<file path="config.mk">
export PLATFORM = sky130hd
export DESIGN_NAME = hilo_seq_flat
export DESIGN_NICKNAME = d
export VERILOG_FILES = /design/src/rtl/hilo_seq_if.sv /design/src/rtl/hilo_seq.sv /design/src/flat_wrapper.sv
export SDC_FILE = /design/constraint.sdc
export NUM_CORES = 1
export LEC_CHECK = 0
export CAP_MARGIN = 20
export CORE_AREA = 10 10 159 161
export DETAILED_ROUTE_END_ITERATION = 12
export DIE_AREA = 0 0 169 171
export PLACE_DENSITY = 0.83
export SKIP_CTS_REPAIR_TIMING = 1
export SLEW_MARGIN = 40
export SYNTH_ARGS = -nofsm -noshare
export SYNTH_HDL_FRONTEND = slang
export SYNTH_SLANG_ARGS = --single-unit
export TNS_END_PERCENT = 20
</file>
<file path="constraint.sdc">
create_clock -name clk -period 4.33 [get_ports clk]
set_clock_uncertainty 0.05 [all_clocks]
set_input_delay 0.6495 -clock clk [delete_from_list [all_inputs] [get_ports clk]]
set_output_delay 0.6495 -clock clk [all_outputs]
set_load 0.03 [all_outputs]
</file>
<file path="src/rtl/hilo_seq_if.sv">
// HI/LO sequencer bus: host request/write port, multiplier and divider
// operand/result links, and the architectural HI/LO view with status.
`timescale 1ns/1ps
interface hilo_seq_if;
    // Host request and direct-write side
    logic        op_start;
    logic [1:0]  op_sel;
    logic [31:0] rs_val;
    logic [31:0] rt_val;
    logic        mthi;
    logic        mtlo;
    logic [31:0] wdata;

    // Multiplier link
    logic [31:0] mul_a;
    logic [31:0] mul_b;
    logic        mul_sign;
    logic [31:0] mul_hi;
    logic [31:0] mul_lo;

    // Divider link
    logic [31:0] div_a;
    logic [31:0] div_b;
    logic        div_sign;
    logic [31:0] div_r;
    logic [31:0] div_q;

    // Architectural state and status
    logic [31:0] hi;
    logic [31:0] lo;
    logic        busy;
    logic        done;

    // The sequencer itself
    modport slave (
        input  op_start, op_sel, rs_val, rt_val, mthi, mtlo, wdata,
        input  mul_hi, mul_lo, div_r, div_q,
        output mul_a, mul_b, mul_sign, div_a, div_b, div_sign,
        output hi, lo, busy, done
    );

    // The pipeline plus arithmetic units surrounding the sequencer
    modport master (
        output op_start, op_sel, rs_val, rt_val, mthi, mtlo, wdata,
        output mul_hi, mul_lo, div_r, div_q,
        input  mul_a, mul_b, mul_sign, div_a, div_b, div_sign,
        input  hi, lo, busy, done
    );
endinterface

</file>
<file path="src/rtl/hilo_seq.sv">
// HI/LO sequencer: launches a multi-cycle multiply or divide on external
// arithmetic units, stalls the pipeline while the unit works, then captures
// the unit's result into the architectural HI/LO registers.
`timescale 1ns/1ps
module hilo_seq #(
    parameter int MUL_CYCLES = 4,
    parameter int DIV_CYCLES = 32
) (
    input  logic       clk,
    input  logic       rst,
    hilo_seq_if.slave  bus
);

    typedef enum logic [1:0] {
        IDLE = 2'd0,
        BUSY = 2'd1,
        DONE = 2'd2
    } state_t;

    // The counter is preloaded with N-1 so that the result lands exactly N
    // edges after the launch edge.
    localparam logic [7:0] MUL_LOAD = 8'(MUL_CYCLES - 1);
    localparam logic [7:0] DIV_LOAD = 8'(DIV_CYCLES - 1);

    state_t      r_state;
    state_t      w_stateNext;
    logic [7:0]  r_count;
    logic [31:0] r_opA;
    logic [31:0] r_opB;
    logic [1:0]  r_opSel;
    logic [31:0] r_hi;
    logic [31:0] r_lo;

    logic        w_launch;
    logic        w_writeResult;
    logic        w_hostWrite;

    // Next-state and action decode; host writes only land while idle
    always_comb begin
        w_stateNext   = r_state;
        w_launch      = 1'b0;
        w_writeResult = 1'b0;
        w_hostWrite   = 1'b0;
        case (r_state)
            IDLE: begin
                w_hostWrite = 1'b1;
                if (bus.op_start) begin
                    w_launch    = 1'b1;
                    w_stateNext = BUSY;
                end
            end
            BUSY: begin
                if (r_count == 8'd0) begin
                    w_writeResult = 1'b1;
                    w_stateNext   = DONE;
                end
            end
            DONE: begin
                w_stateNext = IDLE;
            end
            default: begin
                w_stateNext = IDLE;
            end
        endcase
    end

    // State register; reset abandons any operation in flight
    always_ff @(posedge clk or posedge rst) begin
        if (rst) begin
            r_state <= IDLE;
        end else begin
            r_state <= w_stateNext;
        end
    end

    // Busy-cycle counter: loaded on launch, counts down to zero while busy
    always_ff @(posedge clk or posedge rst) begin
        if (rst) begin
            r_count <= 8'd0;
        end else if (w_launch) begin
            r_count <= bus.op_sel[1] ? DIV_LOAD : MUL_LOAD;
        end else if ((r_state == BUSY) && (r_count != 8'd0)) begin
            r_count <= r_count - 8'd1;
        end
    end

    // Operand and operation latch, so the units see stable inputs for the
    // whole operation regardless of what the pipeline does meanwhile
    always_ff @(posedge clk or posedge rst) begin
        if (rst) begin
            r_opA   <= 32'd0;
            r_opB   <= 32'd0;
            r_opSel <= 2'b00;
        end else if (w_launch) begin
            r_opA   <= bus.rs_val;
            r_opB   <= bus.rt_val;
            r_opSel <= bus.op_sel;
        end
    end

    // HI/LO update: unit result on completion, otherwise direct host writes
    always_ff @(posedge clk or posedge rst) begin
        if (rst) begin
            r_hi <= 32'd0;
            r_lo <= 32'd0;
        end else if (w_writeResult) begin
            if (r_opSel[1]) begin
                r_hi <= bus.div_r;
                r_lo <= bus.div_q;
            end else begin
                r_hi <= bus.mul_hi;
                r_lo <= bus.mul_lo;
            end
        end else if (w_hostWrite) begin
            if (bus.mthi) begin
                r_hi <= bus.wdata;
            end
            if (bus.mtlo) begin
                r_lo <= bus.wdata;
            end
        end
    end

    // Both units share the latched operands; op_sel[0] set means unsigned
    assign bus.mul_a    = r_opA;
    assign bus.mul_b    = r_opB;
    assign bus.mul_sign = ~r_opSel[0];
    assign bus.div_a    = r_opA;
    assign bus.div_b    = r_opB;
    assign bus.div_sign = ~r_opSel[0];

    assign bus.hi   = r_hi;
    assign bus.lo   = r_lo;
    assign bus.busy = (r_state == BUSY);
    assign bus.done = (r_state == DONE);

endmodule

</file>
<file path="src/flat_wrapper.sv">
// flat-port wrapper written by rule: the top's interface ports become plain ports
module hilo_seq_flat 
#(
    parameter int MUL_CYCLES = 4,
    parameter int DIV_CYCLES = 32
)
  (clk, rst, bus_op_start, bus_op_sel, bus_rs_val, bus_rt_val, bus_mthi, bus_mtlo, bus_wdata, bus_mul_hi, bus_mul_lo, bus_div_r, bus_div_q, bus_mul_a, bus_mul_b, bus_mul_sign, bus_div_a, bus_div_b, bus_div_sign, bus_hi, bus_lo, bus_busy, bus_done);
  hilo_seq_if bus_i ();
  input  logic clk;
  input  logic rst;
  input wire logic [$bits(bus_i.op_start)-1:0] bus_op_start;
  input wire logic [$bits(bus_i.op_sel)-1:0] bus_op_sel;
  input wire logic [$bits(bus_i.rs_val)-1:0] bus_rs_val;
  input wire logic [$bits(bus_i.rt_val)-1:0] bus_rt_val;
  input wire logic [$bits(bus_i.mthi)-1:0] bus_mthi;
  input wire logic [$bits(bus_i.mtlo)-1:0] bus_mtlo;
  input wire logic [$bits(bus_i.wdata)-1:0] bus_wdata;
  input wire logic [$bits(bus_i.mul_hi)-1:0] bus_mul_hi;
  input wire logic [$bits(bus_i.mul_lo)-1:0] bus_mul_lo;
  input wire logic [$bits(bus_i.div_r)-1:0] bus_div_r;
  input wire logic [$bits(bus_i.div_q)-1:0] bus_div_q;
  output wire logic [$bits(bus_i.mul_a)-1:0] bus_mul_a;
  output wire logic [$bits(bus_i.mul_b)-1:0] bus_mul_b;
  output wire logic [$bits(bus_i.mul_sign)-1:0] bus_mul_sign;
  output wire logic [$bits(bus_i.div_a)-1:0] bus_div_a;
  output wire logic [$bits(bus_i.div_b)-1:0] bus_div_b;
  output wire logic [$bits(bus_i.div_sign)-1:0] bus_div_sign;
  output wire logic [$bits(bus_i.hi)-1:0] bus_hi;
  output wire logic [$bits(bus_i.lo)-1:0] bus_lo;
  output wire logic [$bits(bus_i.busy)-1:0] bus_busy;
  output wire logic [$bits(bus_i.done)-1:0] bus_done;
  assign bus_i.op_start = bus_op_start;
  assign bus_i.op_sel = bus_op_sel;
  assign bus_i.rs_val = bus_rs_val;
  assign bus_i.rt_val = bus_rt_val;
  assign bus_i.mthi = bus_mthi;
  assign bus_i.mtlo = bus_mtlo;
  assign bus_i.wdata = bus_wdata;
  assign bus_i.mul_hi = bus_mul_hi;
  assign bus_i.mul_lo = bus_mul_lo;
  assign bus_i.div_r = bus_div_r;
  assign bus_i.div_q = bus_div_q;
  assign bus_mul_a = bus_i.mul_a;
  assign bus_mul_b = bus_i.mul_b;
  assign bus_mul_sign = bus_i.mul_sign;
  assign bus_div_a = bus_i.div_a;
  assign bus_div_b = bus_i.div_b;
  assign bus_div_sign = bus_i.div_sign;
  assign bus_hi = bus_i.hi;
  assign bus_lo = bus_i.lo;
  assign bus_busy = bus_i.busy;
  assign bus_done = bus_i.done;
  hilo_seq #(.MUL_CYCLES(MUL_CYCLES), .DIV_CYCLES(DIV_CYCLES)) u_core (.clk(clk), .rst(rst), .bus(bus_i));
endmodule
</file>
Yosys cells after proc, flatten, opt, wreduce, memory -nomap -nowiden. Index checks and enable logic that the tools add are counted.

Muxes and demuxes: 19. Bitwise gates (word level): 1. Reductions and logical operators: 11. Add/sub/neg operators: 1. Equal/unequal tests: 4.

Operators by type and width (count): $mux 32 (8); $mux 8 (2); $logic_not 8->1 (1); $reduce_bool 2->1 (4); $reduce_bool 8->1 (1); $sub 8x1->8 const B (1); $reduce_and 2->1 (3); $mux 1 (5); $mux 5 (1); $mux 2 (2); $pmux 2 s2 (1); $eq 2x1->1 const B (1); $eq 2x2->1 const B (1); $logic_not 2->1 (1); $ne 2x1->1 const B (1); $ne 2x2->1 const B (1); $logic_and 1x1->1 (1); $not 1->1 (1).

Output and inout port bits: 196. Logic and storage cells: 43. Input bits: 231. Flip-flop bits (word level): 140.

Logic depth before layout (Yosys ltp). Gate-level depths: netlist of the first run.

Depth after elaboration: 5. Depth in mapped cells: 8. Depth with buffers taken out: 7.

Worst setup path before layout of the first run. No wires, ideal clock.

Kind: input-to-reg. From: input port bus_mtlo. To: register u_core.r_lo[16], in the netlist u_core.bus.lo[16]. Library setup time: 0.127 ns. Setup slack: 2.450 ns. Buffers on the path: 1. Cell stages on the path: 5. Arrival time: 1.703 ns. Path through: nor3b_2 -> clkbuf_1 -> and2b_1 -> a211oi_1 -> a21oi_1.

Word-level cells in the longest chain between the ends: 2.

Ends and longest elaborated chain: start: declaration (RTL line flat_wrapper.sv:16) `input wire logic [$bits(bus_i.mtlo)-1:0] bus_mtlo;`; $reduce_bool 2->1 (no line); $reduce_and 2->1 (no line); end signal: assignment (RTL line hilo_seq.sv:109) `r_lo <= bus.div_q;`; end signal: assignment (RTL line hilo_seq.sv:112) `r_lo <= bus.mul_lo;`; end signal: assignment (RTL line hilo_seq.sv:119) `r_lo <= bus.wdata;`; end: declaration (RTL line hilo_seq.sv:32) `logic [31:0] r_lo;`.

Every way passes these cells. A chain may end at the register's enable or synchronous reset.

Worst setup path in the final report of the first run.
From: register u_core.r_state[1]. To: output port bus_busy.

Word-level cells in the longest chain between the ends: 1.

Ends and longest elaborated chain: start: declaration (RTL line hilo_seq.sv:25) `state_t r_state;`; start signal: assignment (RTL line hilo_seq.sv:72) `r_state <= w_stateNext;`; $eq 2x1->1 (RTL line hilo_seq.sv:134) `assign bus.busy = (r_state == BUSY);`; end: declaration (RTL line flat_wrapper.sv:30) `output wire logic [$bits(bus_i.busy)-1:0] bus_busy;`.

Every way passes these cells.

==> run_results.csv, run 1 <==
group,metric,value,unit
die,core_area,22200,µm²
detailed_routing,totalWireLength,27700,µm
cts,htreeDepth,4,
global_route,grt_max_degree,76,
cts,clkTransAtPathRegs,0.07,ns
cts,root_buffer,"clkbuf_16",
final_layout,final_area,11600,µm²
synthesis,ys.flop_type,"dfrtp_1",
final_layout,diodes,0,
worst_setup_path,cpMaxStageDelayCell,"clkdlybuf4s50_1",
timing,worst_slew_pin_slew,0.804,ns
detailed_routing,remaining_drc_errors,0,
synthesis,avgSynthCellArea,9.69,µm²
timing,hold_ws,0.457,ns
synthesis,ys_seq_area_share,50.2,%
final_layout,fillCellCount,1981,
timing,fmax,373,MHz
synthesis,ys_top_cells_by_count,"nand2_1, dfrtp_1, buf_4, mux2i_1, a21oi_1",
final_layout,area_growth,66.9,%
global_route,grt_usage,18.3,%
synthesis,synth_area,6980,µm²
synthesis,ys_types,34,
global_route,antenna_found_initial,0,
die,io_pins,427,
worst_setup_path,cp-start-kind,"flip-flop",
detailed_routing,wl_per_cell,20.3,µm
synthesis,synth-simple-area-share,17.9,%
synthesis,synth-edff-count,0,
synthesis,synth.area.top_cells,"dfrtp_1, nand2_1, mux2i_1",
synthesis,yosys.cell_count.top_type,"nand2_1",
final_layout,drive_above_1_share,5.18,%
synthesis,synth-seq-cells,140,
final_layout,fin_cells,1366,
worst_setup_path,crit_arrival,1.98,ns
synthesis,syn_nets,953,
timing,relSlewSlack,46.2,%
worst_setup_path,endpoint_kind,"primary output",
timing,slew_viol_final,0,
timing,fin_crit_sh,61.9,%
detailed_routing,vias,6573,
timing,tns,0,ns
final_layout,post-route-util,52.4,%
cts,cts-buffers-inserted,17,
global_route,grt_pass1_wl,41100,µm
run_status,status,"finished clean",
timing,min_period,2.68,ns
synthesis,yosysTopAreaCellShare,50.2,%
timing,setup_viol,0,
detailed_routing,routed_via_density,4.81,
synthesis,synth-async-reset-ratio,100,%
synthesis,syn_inst,720,
global_route,grt_pass1_vias,6911,
cts,clockBufferDepth,2,
flow_run,cap_violations,0,
placement,portBuffers,426,
worst_setup_path,slowest_delay,0.74,ns
power,cellPowerDensity,285,nW/µm²
synthesis,synth_fa_ha_area_share,0.359,%
timing,fin_ws,1.65,ns
die,num_rows,55,
power,p_leak,4.91,nW
placement,place_area,11000,µm²
detailed_routing,drtAntennaViolNets,0,
synthesis,muxShareOfSynthArea,9.32,%
power,ir_drop,0.000231,V
final_layout,fin_nets,1301,
detailed_routing,drtIter0Drc,332,
cts,clock-sinks,140,
timing,rsz0062_at_grt,"no",
die,dieArea,28900,µm²
cts,tritoncts,"built",
synthesis,synthXorXnorAreaFrac,0.251,%
power,power,3.32,mW
detailed_routing,firstDrtPassIters,4,
worst_setup_path,critPathKind,"flip-flop to primary output",
die,start_util,31.4,%
worst_setup_path,crit_chain,"and2b_1 -> clkdlybuf4s50_1",
worst_setup_path,cp.required,3.63,ns
placement,dpl.hpwl,22000,µm
die,die_h,171,µm
timing,hold_viol,0,
placement,placedCellCount,1334,
synthesis,synth_compound_area_share,11.8,%
worst_setup_path,crit_family,"buffers and inverters",
placement,gp_congestion,0.788,
worst_setup_path,cp_max_fo,6,
synthesis,ys_warn_count,0,
worst_setup_path,cp.buffers_inverters,1,
die,die_w,169,µm
hold_path,hold_class,"flip-flop to flip-flop",
synthesis,synth_largest_area_cell,"dfrtp_1",
synthesis,synth_top_family_by_area,"simple AND/OR/NAND/NOR gates",
placement,place_ws,1.74,ns
cts,insertion_delay,0.41,ns
global_route,overflow,0,
-- cell families (layout without fill, tap and decap cells) --
| family | Yosys count | count (layout) |
|---|---|---|
| multiplexers | 65 | 65 |
| XOR/XNOR | 2 | 2 |
| AO/OA/AOI/OAI | 112 | 112 |
| flip-flops | 140 | 140 |
| buffers and inverters | 114 | 475 |
| adder cells (fa/ha/maj) | 2 | 2 |
| AND/OR/NAND/NOR | 285 | 285 |
-- sequential cells by signal, indices dropped and copies added, names as in the netlist --
| signal | count |
|---|---|
| u_core.bus.div_a | 32 |
| u_core.bus.div_b | 32 |
| u_core.r_state | 2 |
| u_core.r_opSel | 2 |
| u_core.bus.lo | 32 |
| u_core.bus.hi | 32 |
| u_core.r_count | 8 |
-- where the power goes --
part | switching, mW | internal (mW)
clock | 0.610 | 0.879
combinational | 0.186 | 0.284
sequential | 0.0207 | 1.34
-- cell type report --
type,count,area (µm²),area share [%]
clock inverters,13,155,1.33
flip-flops and latches,140,3510,30.1
clock buffers,19,443,3.80
repair buffers,438,4380,37.6
multi-input cells,466,2780,23.9
well taps,285,357,3.06
inverters,5,22.5,0.193
-- worst reg2reg max path: cells and delay by family (launching register included) --
| family | cells | cell delay (ns) |
|---|---|---|
| AOI/OAI and AO/OA | 2 | 0.31 |
| adders and majority gates | 1 | 0.14 |
| buffers and inverters | 4 | 1.08 |
| DFF | 1 | 0.41 |
| and+or+nand+nor | 2 | 0.43 |
-- layer usage --
metal  global-route usage [%]  share of wire, %
met5                        0                 0
met4                     5.10               1.6
met3                     7.80                10
met2                     31.0                49
met1                     20.7                39
-- cells in the final DEF (no fill, tap or decap), drive strengths merged --
| cell | instances |
|---|---|
| nor2b | 21 |
| nand2 | 201 |
| or2 | 1 |
| o21ai | 4 |
| dfrtp | 140 |
| inv | 9 |
| buf | 12 |
| and2b | 14 |
| clkbuf | 19 |
| o211ai | 1 |
| nand3b | 1 |
| mux2i | 65 |
| or3 | 1 |
| a21oi | 37 |
| xnor2 | 2 |
| clkdlybuf4s50 | 426 |
| nor3b | 3 |
| and2 | 1 |
| clkinv | 6 |
| bufinv | 2 |
| or4 | 1 |
| a211oi | 35 |
| a311oi | 2 |
| nor4 | 2 |
| a21bo | 1 |
| a221o | 31 |
| nand3 | 1 |
| nor2 | 37 |
| a21boi | 1 |
| nor3 | 1 |
| clkinvlp | 1 |
| ha | 2 |
-- worst paths after layout --
path	cells past startpoint	end	slack [ns]	startpoint
min in group asynchronous	3	u_core.bus.div_a[25]$_DFFE_PP0P_	0.65	rst
min	2	u_core.bus.div_b[1]$_DFFE_PP0P_	0.46	u_core.bus.div_b[1]$_DFFE_PP0P_
max	2	bus_busy	1.65	u_core.r_state[1]$_DFFE_PP0P_
max reg2reg	9	u_core.bus.lo[8]$_DFFE_PP0P_	1.82	u_core.r_count[0]$_DFFE_PP0P_
min reg2reg	2	u_core.bus.div_b[1]$_DFFE_PP0P_	0.46	u_core.bus.div_b[1]$_DFFE_PP0P_
max in group asynchronous	3	u_core.bus.lo[8]$_DFFE_PP0P_	3.06	rst
Power figures use the tool's default switching activity.
==> inputs of run 2 (changes only) <==
--- a/config.mk
+++ b/config.mk
@@ -6,10 +6,10 @@
 export NUM_CORES = 1
 export LEC_CHECK = 0
 export CAP_MARGIN = 20
-export CORE_AREA = 10 10 159 161
+export CORE_AREA = 10 10 160 162
 export DETAILED_ROUTE_END_ITERATION = 12
-export DIE_AREA = 0 0 169 171
-export PLACE_DENSITY = 0.83
+export DIE_AREA = 0 0 170 172
+export PLACE_DENSITY = 0.79
 export SKIP_CTS_REPAIR_TIMING = 1
 export SLEW_MARGIN = 40
 export SYNTH_ARGS = -nofsm -noshare
==> constraint.sdc (replaced) <==
create_clock -name clk -period 2.8 [get_ports clk]
set_clock_uncertainty 0.05 [all_clocks]
set_input_delay 0.42 -clock clk [delete_from_list [all_inputs] [get_ports clk]]
set_output_delay 0.42 -clock clk [all_outputs]
set_load 0.03 [all_outputs]
==> run_results.csv, run 2 (synthesis gave the netlist of run 1 again) <==
group,metric,value,unit
worst_setup_path,cp_max_fo,6,
timing,rsz0062_at_grt,"no",
die,die_h,172,µm
worst_setup_path,regToRegStartpoint,"u_core.r_count[0]$_DFFE_PP0P_",
final_layout,fin_nets,1301,
detailed_routing,totalWireLength,28300,µm
cts,tritoncts,"built",
die,io_pins,427,
timing,min_period,2.45,ns
cts,clkTransAtPathRegs,0.06,ns
cts,clock-sinks,140,
hold_path,hold_class,"input port to asynchronous set/reset pin",
worst_setup_path,r2r_cells,8,
detailed_routing,routed_via_density,4.77,
worst_setup_path,cpMaxStageDelayCell,"clkdlybuf4s50_1",
timing,hold_viol,0,
detailed_routing,vias,6521,
global_route,grt_pass1_wl,41700,µm
die,die_w,170,µm
timing,hold_ws,0.437,ns
final_layout,fin_cells,1366,
placement,dpl.hpwl,22300,µm
timing,fin_crit_sh,87.6,%
die,core_area,22400,µm²
placement,portBuffers,426,
detailed_routing,drtAntennaViolNets,0,
timing,setup_viol,0,
worst_setup_path,endpoint_kind,"primary output",
run_status,status,"finished clean",
detailed_routing,remaining_drc_errors,0,
worst_setup_path,startpoint,"u_core.r_state[1]$_DFFE_PP0P_",
power,p_leak,4.92,nW
power,power,5.10,mW
die,start_util,31.2,%
worst_setup_path,cp-start-kind,"flip-flop",
worst_setup_path,rr_endpoint,"u_core.bus.hi[15]$_DFFE_PP0P_",
cts,cts-buffers-inserted,17,
detailed_routing,wl_per_cell,20.7,µm
timing,fmax,408,MHz
detailed_routing,firstDrtPassIters,5,
cts,insertion_delay,0.41,ns
final_layout,drive_above_1_share,5.19,%
global_route,grt_max_degree,76,
global_route,antenna_found_initial,0,
final_layout,final_cell_mix,"clkdlybuf4s50_1, nand2_1, dfrtp_1",
worst_setup_path,cp.required,2.33,ns
flow_run,cap_violations,0,
cts,root_buffer,"clkbuf_16",
worst_setup_path,crit_chain,"and2b_1 -> clkdlybuf4s50_1",
detailed_routing,drtIter0Drc,266,
global_route,overflow,0,
final_layout,final_common_cell,"clkdlybuf4s50_1",
worst_setup_path,slowest_delay,0.79,ns
power,ir_drop,0.000350,V
final_layout,area_growth,67.8,%
timing,slew_viol_final,0,
global_route,grt_pass1_vias,7048,
die,dieArea,29200,µm²
cts,htreeDepth,4,
die,num_rows,55,
worst_setup_path,critPathKind,"flip-flop to primary output",
placement,placedCellCount,1334,
power,cellPowerDensity,436,nW/µm²
final_layout,post-route-util,52.3,%
worst_setup_path,crit_arrival,1.98,ns
timing,worst_slew_pin_slew,0.464,ns
cts,clockBufferDepth,2,
placement,gp_congestion,0.836,
worst_setup_path,r2r_slack,0.63,ns
global_route,grt_usage,18.4,%
timing,tns,0,ns
timing,relSlewSlack,68.8,%
==> run 2: cell count changes in the layout (fill, tap and decap cells not counted), moves of 2 or more <==
| cell | delta |
|---|---|
| clkinv_2 | +2 |
| buf_12 | +6 |
| buf_4 | -5 |
| clkinv_4 | -3 |
==> run 2: area by class of cell <==
cell class,count,area (µm²)
multi-input cells,466,2780
clock inverters,12,135
clock buffers,19,453
diodes,1,2.50
well taps,285,357
inverters,5,22.5
flip-flops and latches,140,3510
repair buffers,438,4450
fillers,2016,10700
==> run 2: how the worst max path moves through the flow <==
stage	depth (start not counted)	slack (ns)	to
final	2	0.35	bus_busy
after global routing	2	0.26	bus_busy
after CTS	2	0.31	bus_busy
after detailed placement	8	0.63	u_core.bus.hi[29]$_DFFE_PP0P_
after global placement	8	0.70	u_core.bus.hi[16]$_DFFE_PP0P_
after floorplan	1	0.58	u_core.bus.div_a[0]$_DFFE_PP0P_
==> run 2: worst max-delay path, delay by kind of cell (launching register included) <==
| kind | cells | cell delay (ns) |
|---|---|---|
| flops | 1 | 0.47 |
| simple gates | 1 | 0.31 |
| buf+inv | 1 | 0.79 |
==> run 2: through the flow <==
step | setup slack [ns] | instance area, µm²
6_report | 0.347 | 11700
3_3_place_gp | 0.698 | 11100
3_5_place_dp | 0.628 | 11100
5_1_grt | 0.256 | 11700
4_1_cts | 0.313 | 11700
2_1_floorplan | 0.581 | 6980
==> run 2: per-layer routing <==
layer / global-route usage, % / part of all wire, %
met4: 4.61 / 1.0
met1: 20.4 / 39
met3: 7.73 / 10
met2: 32.0 / 50
met5: 0 / 0
==> run 2: where the power goes <==
| group | switching (mW) | internal (mW) |
|---|---|---|
| Clock | 0.903 | 1.36 |
| Sequential | 0.0311 | 2.08 |
| Combinational | 0.288 | 0.440 |
